**src/rtl/scan_pkg.sv**
```systemverilog
`default_nettype none
// ============================================================================
//  Module      : scan_pkg
//  Description : Shared definitions for the digit scanner. Holds the FSM
//                state encoding, default slot timing, slot count, nibble
//                width and a helper that picks one slot's nibble out of
//                the packed digit word.
//  Revision    : 1.0  initial release
// ============================================================================
package scan_pkg;

   typedef enum logic [1:0] {
      ST_IDLE  = 2'b00,
      ST_BLANK = 2'b01,
      ST_SHOW  = 2'b10
   } scan_state_e;

   localparam int DIV_DEFAULT   = 50000;
   localparam int BLANK_DEFAULT = 8;
   localparam int NUM_SLOTS     = 4;
   localparam int NIB_W         = 4;

   // Select the nibble that belongs to slot idx.
   function automatic logic [NIB_W-1:0] slot_nibble(
      input logic [NUM_SLOTS*NIB_W-1:0] d,
      input logic [1:0]                 idx
   );
      return d[idx*NIB_W +: NIB_W];
   endfunction

endpackage : scan_pkg
`default_nettype wire

```
**src/rtl/slot_timer.sv**
```systemverilog
`default_nettype none
// ============================================================================
//  Module      : slot_timer
//  Description : Per-slot cycle counter. Counts 0..DIV-1 and wraps, flags the
//                last blanking cycle and the last cycle of the slot.
//  Ports       : clk, rst    - clock, synchronous active-high reset
//                clear       - force the counter to 0 (scanner idle)
//                count       - current cycle within the slot
//                blank_done  - count is the last blanking cycle
//                slot_done   - count is the last cycle of the slot
//  Revision    : 1.0  initial release
// ============================================================================
module slot_timer #(
   parameter int DIV   = 50000,
   parameter int BLANK = 8,
   parameter int CW    = $clog2(DIV)
) (
   input  logic          clk,
   input  logic          rst,
   input  logic          clear,
   output logic [CW-1:0] count,
   output logic          blank_done,
   output logic          slot_done
);

   localparam logic [CW-1:0] c_slot_last  = CW'(DIV - 1);
   localparam logic [CW-1:0] c_blank_last = CW'(BLANK - 1);

   logic [CW-1:0] cnt_d;
   logic [CW-1:0] cnt_q;

   always_comb begin
      cnt_d = cnt_q + CW'(1);
      if (clear || (cnt_q == c_slot_last)) begin
         cnt_d = '0;
      end
   end

   always_ff @(posedge clk) begin
      if (rst) begin
         cnt_q <= '0;
      end else begin
         cnt_q <= cnt_d;
      end
   end

   assign count      = cnt_q;
   assign blank_done = (cnt_q == c_blank_last);
   assign slot_done  = (cnt_q == c_slot_last);

endmodule : slot_timer
`default_nettype wire

```
**src/rtl/digit_scan_ctrl.sv**
```systemverilog
`default_nettype none
// ============================================================================
//  Module      : digit_scan_ctrl
//  Description : Time-multiplexed four-slot digit scanner feeding a 2x4
//                one-hot decoder. Each slot is BLANK cycles dark followed by
//                DIV-BLANK cycles lit. The slot's nibble and decimal point are
//                captured at slot entry and held for the whole slot.
//  Ports       : clk, rst    - clock, synchronous active-high reset
//                run         - scanning enable, low forces idle
//                digits      - four nibbles, slot i in [4i+3:4i]
//                dp_mask     - decimal point per slot
//                sel_a/sel_b - slot index MSB/LSB to decoder A/B
//                sel_en      - decoder enable, high in the show phase only
//                nibble, dp  - value for the current slot
//                slot_tick   - pulse on the last lit cycle of each slot
//  Revision    : 1.0  initial release
// ============================================================================
module digit_scan_ctrl
   import scan_pkg::*;
#(
   parameter int DIV   = DIV_DEFAULT,
   parameter int BLANK = BLANK_DEFAULT
) (
   input  logic                       clk,
   input  logic                       rst,
   input  logic                       run,
   input  logic [NUM_SLOTS*NIB_W-1:0] digits,
   input  logic [NUM_SLOTS-1:0]       dp_mask,
   output logic                       sel_a,
   output logic                       sel_b,
   output logic                       sel_en,
   output logic [NIB_W-1:0]           nibble,
   output logic                       dp,
   output logic                       slot_tick
);

   localparam int            CW         = $clog2(DIV);
   localparam logic [CW-1:0] c_pre_last = CW'(DIV - 2);

   scan_state_e      state_d, state_q;
   logic [1:0]       idx_d, idx_q;
   logic [NIB_W-1:0] nib_d, nib_q;
   logic             dp_d, dp_q;
   logic             sel_en_d, sel_en_q;
   logic             tick_d, tick_q;
   logic [1:0]       idx_nxt;

   logic [CW-1:0]    count;
   logic             blank_done;
   logic             slot_done;

   slot_timer #(
      .DIV   (DIV),
      .BLANK (BLANK),
      .CW    (CW)
   ) u_slot_timer (
      .clk        (clk),
      .rst        (rst),
      .clear      ((state_q == ST_IDLE) || !run),
      .count      (count),
      .blank_done (blank_done),
      .slot_done  (slot_done)
   );

   assign idx_nxt = idx_q + 2'd1;

   always_comb begin
      state_d  = state_q;
      idx_d    = idx_q;
      nib_d    = nib_q;
      dp_d     = dp_q;
      sel_en_d = 1'b0;
      tick_d   = 1'b0;
      case (state_q)
         ST_IDLE: begin
            if (run) begin
               state_d = ST_BLANK;
               idx_d   = 2'd0;
               nib_d   = slot_nibble(digits, 2'd0);
               dp_d    = dp_mask[0];
            end
         end
         ST_BLANK: begin
            if (blank_done) begin
               state_d  = ST_SHOW;
               sel_en_d = 1'b1;
            end
         end
         ST_SHOW: begin
            sel_en_d = 1'b1;
            // Outputs are registered, so raise the tick one cycle early to
            // land on the final lit cycle.
            tick_d   = (count == c_pre_last);
            if (slot_done) begin
               // Lamp goes dark on the same edge the index advances.
               state_d  = ST_BLANK;
               idx_d    = idx_nxt;
               nib_d    = slot_nibble(digits, idx_nxt);
               dp_d     = dp_mask[idx_nxt];
               sel_en_d = 1'b0;
            end
         end
         default: begin
            state_d = ST_IDLE;
         end
      endcase
      // Dropping run abandons the slot immediately, without a tick.
      if (!run) begin
         state_d  = ST_IDLE;
         idx_d    = 2'd0;
         nib_d    = '0;
         dp_d     = 1'b0;
         sel_en_d = 1'b0;
         tick_d   = 1'b0;
      end
   end

   always_ff @(posedge clk) begin
      if (rst) begin
         state_q  <= ST_IDLE;
         idx_q    <= 2'd0;
         nib_q    <= '0;
         dp_q     <= 1'b0;
         sel_en_q <= 1'b0;
         tick_q   <= 1'b0;
      end else begin
         state_q  <= state_d;
         idx_q    <= idx_d;
         nib_q    <= nib_d;
         dp_q     <= dp_d;
         sel_en_q <= sel_en_d;
         tick_q   <= tick_d;
      end
   end

   assign sel_a     = idx_q[1];
   assign sel_b     = idx_q[0];
   assign sel_en    = sel_en_q;
   assign nibble    = nib_q;
   assign dp        = dp_q;
   assign slot_tick = tick_q;

endmodule : digit_scan_ctrl
`default_nettype wire

```
**config.mk**
```make
export PLATFORM = sky130hd
export DESIGN_NAME = digit_scan_ctrl
export DESIGN_NICKNAME = d
export VERILOG_FILES = /design/src/rtl/scan_pkg.sv /design/src/rtl/slot_timer.sv /design/src/rtl/digit_scan_ctrl.sv
export SDC_FILE = /design/constraint.sdc
export NUM_CORES = 1
export LEC_CHECK = 0
export ABC_AREA = 1
export CORE_AREA = 2 2 64 66
export DETAILED_ROUTE_END_ITERATION = 8
export DIE_AREA = 0 0 66 68
export DONT_BUFFER_PORTS = 1
export GPL_ROUTABILITY_DRIVEN = 0
export GPL_TIMING_DRIVEN = 1
export PLACE_DENSITY_LB_ADDON = 0.12
export SKIP_CTS_REPAIR_TIMING = 1
export SLEW_MARGIN = 30
export SYNTH_ARGS = -nofsm -noshare
export SYNTH_HDL_FRONTEND = slang
export SYNTH_SLANG_ARGS = --single-unit
```
**constraint.sdc**
```tcl
create_clock -name clk -period 3.2 [get_ports clk]
set_input_delay 0.16 -clock clk [delete_from_list [all_inputs] [get_ports clk]]
set_output_delay 0.16 -clock clk [all_outputs]
set_load 0.02 [all_outputs]
```
==> results.md <==
* Run status: completed
* Share of layout cells above drive strength 1 at 21.0%
* Crit-path max FO at 11
* Top cells by area, synth: dfxtp_1 (33%), nand2_1 (14%), nor2_1 (6.4%)
* Crit Path Category: reg -> reg
* Area of the mapped netlist at 0.00164 mm²
* Pin count of the biggest net entering global routing at 16
* Congestion Overflow GR at 0
* Via count at around 1300
* Clock sinks at 27
* Final hold vios at 0
* Warnings from Yosys at 0
* Power per cell area at 353 mW/mm²
* Total track usage at 14.0%
* Largest area contributor in the netlist: dfxtp_1
* Fmax at 629 MHz
* Register area share after synthesis at 33.1%
* Fin. max-slew vios at 0
* Hold_sp: rst
* Cell with the most instances after synthesis: nand2_1
* CTS clk-pin slew, worst paths at 100 ps
* TNS Setup at 0 ps
* Dpl hpwl at between 2000 and 2500 µm
* Fin crit share at 49.7%
* Syn-to-layout area delta at 5.66%
* Synthesized area per cell at slightly above 7 µm²
* DRC violations left at 0
* Die Y at 68 µm
* Async set or reset register ratio after synthesis at 0%
* Post-synth EDFFs at 0
* H-tree Lvls at 1
* Hold Path Class: in -> reg
* PortBufs at 0
* Library cells used by synthesis at 32
* Ant diodes at 0
* Final min period at between 1500 and 2000 ps
* Critical path launch point type: register
* Initial antenna violation count at 0
* CP required at 3420 ps
* Num CTS Buffers at 3
* Crit path DAT at 1810 ps
* Most frequent cells after synthesis: nand2_1 (60), nor2_1 (28), dfxtp_1 (27), inv_1 (22), nor2_2 (14)
* Vias in the first global route at 1142
* Setup Viol. Count Final at 0
* Top_reg_cell synth: dfxtp_1
* Synth top area share at 33.1%
* Pwr Total at roughly 610 µW
* Syn Nets at 259
* Static Leak at 0.660 nW
* I/O pin cnt at 32
* Layout Nets at 262
* RSZ-0062 raised after global routing: false
* Initial Util at 42.4%
* WHS Endpoint: sel_en
* Fin Clk Skew at 3.77 ps
* RR Endpoint: dp
* Worst hold stages at 3
* Clock root buffer: clkbuf_8
* Drt via density at around 4.7
* Cells on worst reg2reg path at 8
* Cells after Synth at 231
* R2r setup slk at 1610 ps
* CP Capture Type: register
* Clk Latency, worst-skew pair at about 280 ps
* #FFs+latches synth at 27
* Row cnt at 23
* RR Startpoint: state_q[0]
* Die area at 0.00449 mm²
* Worst Tran Pin Value at 424 ps
* Die width at 66 µm
* Core area at 0.00386 mm²
* Antenna viol nets, final at 0
* CTS tree: yes
* First-pass GRT wire length at approximately 5000 µm
* Peak supply drop at 0.000131 V
* Initial DRC count at 36
* WL/cell at between 10 and 15 µm
* Worst rel slew slack at 71.7%
* Pre-antenna DRT Iters at 4
* Routed WL at 3030 µm
* Clock buffer depth at 2
* Max Cap Viol at 0
-- state kept, by name, summed over array words and instances (netlist names) --
register / cells
nibble: 4
u_slot_timer.count: 16
state_q: 2
sel_en: 1
slot_tick: 1
idx_q: 2
dp: 1
-- cell type report --
type / count / area, µm²
multi-input cells: 173 / 966
fillers: 421 / 2130
clock buffers: 3 / 41.3
flip-flops and latches: 27 / 541
well taps: 50 / 62.6
clock inverters: 1 / 5.00
inverters: 29 / 113
-- worst max-delay path by stage --
stage	slack (ps)	startpoint	endpoint
after floorplan	1850	u_slot_timer.count[0]	dp
after global placement	1640	state_q[0]	dp
after detailed placement	1600	state_q[0]	dp
after CTS	1580	state_q[0]	dp
after global routing	1420	state_q[0]	dp
final	1610	state_q[0]	dp
-- metal layers --
| metal | part of all wire (%) | vias to the layer above | track usage (%) |
|---|---|---|---|
| met4 | 0.46 | 0 | 3.06 |
| li1 | - | 730 | - |
| met2 | 43 | 24 | 21.0 |
| met3 | 4.5 | 2 | 3.13 |
| met1 | 52 | 582 | 20.4 |
| met5 | 0 | - | 0 |
-- critical path, cell delays in order (launching register included) --
cell and delay, ps:
dfxtp_1 330, inv_1 70, ha_1 420, nand2_1 220, nor2_1 120, inv_1 60, o21bai_1 160, nor2_2 50
nor2_1 90
-- cells by family after synthesis --
family / Yosys count / synth area share [%]
simple gates: 145 / 45.4
buf+inv: 31 / 7.88
flops: 27 / 33.1
compound gates: 19 / 7.65
fa+ha+maj: 5 / 3.83
xor+xnor: 4 / 2.14
-- placed cells by master, fill, tap and decap left out, drive strengths merged, types with 4 or more instances in the layout --
cell type / synthesis / routed
o211ai: 4 / 4
ha: 5 / 5
a21oi: 11 / 11
nor2: 47 / 47
nand3b: 5 / 5
nand2: 70 / 70
inv: 28 / 28
dfxtp: 27 / 27
nand3: 14 / 14
nor3: 5 / 5
-- metrics by stage --
stage               hold slack (ps)  util (%)  area (µm²)  instances  worst slack [ps]
floorplan                       326         -        1640        231              1850
global placement                357      43.6        1680        279              1640
CTS                            47.4      44.8        1730        283              1580
finish                         56.3      44.8        1730        283              1610
detailed placement              354      43.6        1680        279              1600
global route                   47.7      44.8        1730        283              1420
-- where the power goes --
part	leakage [nW]	internal, mW	switching, mW
registers	0.219	0.342	0.0102
logic	0.416	0.0225	0.0365
clock network	0.0255	0.0874	0.111
(Power assumes the default switching activity.)
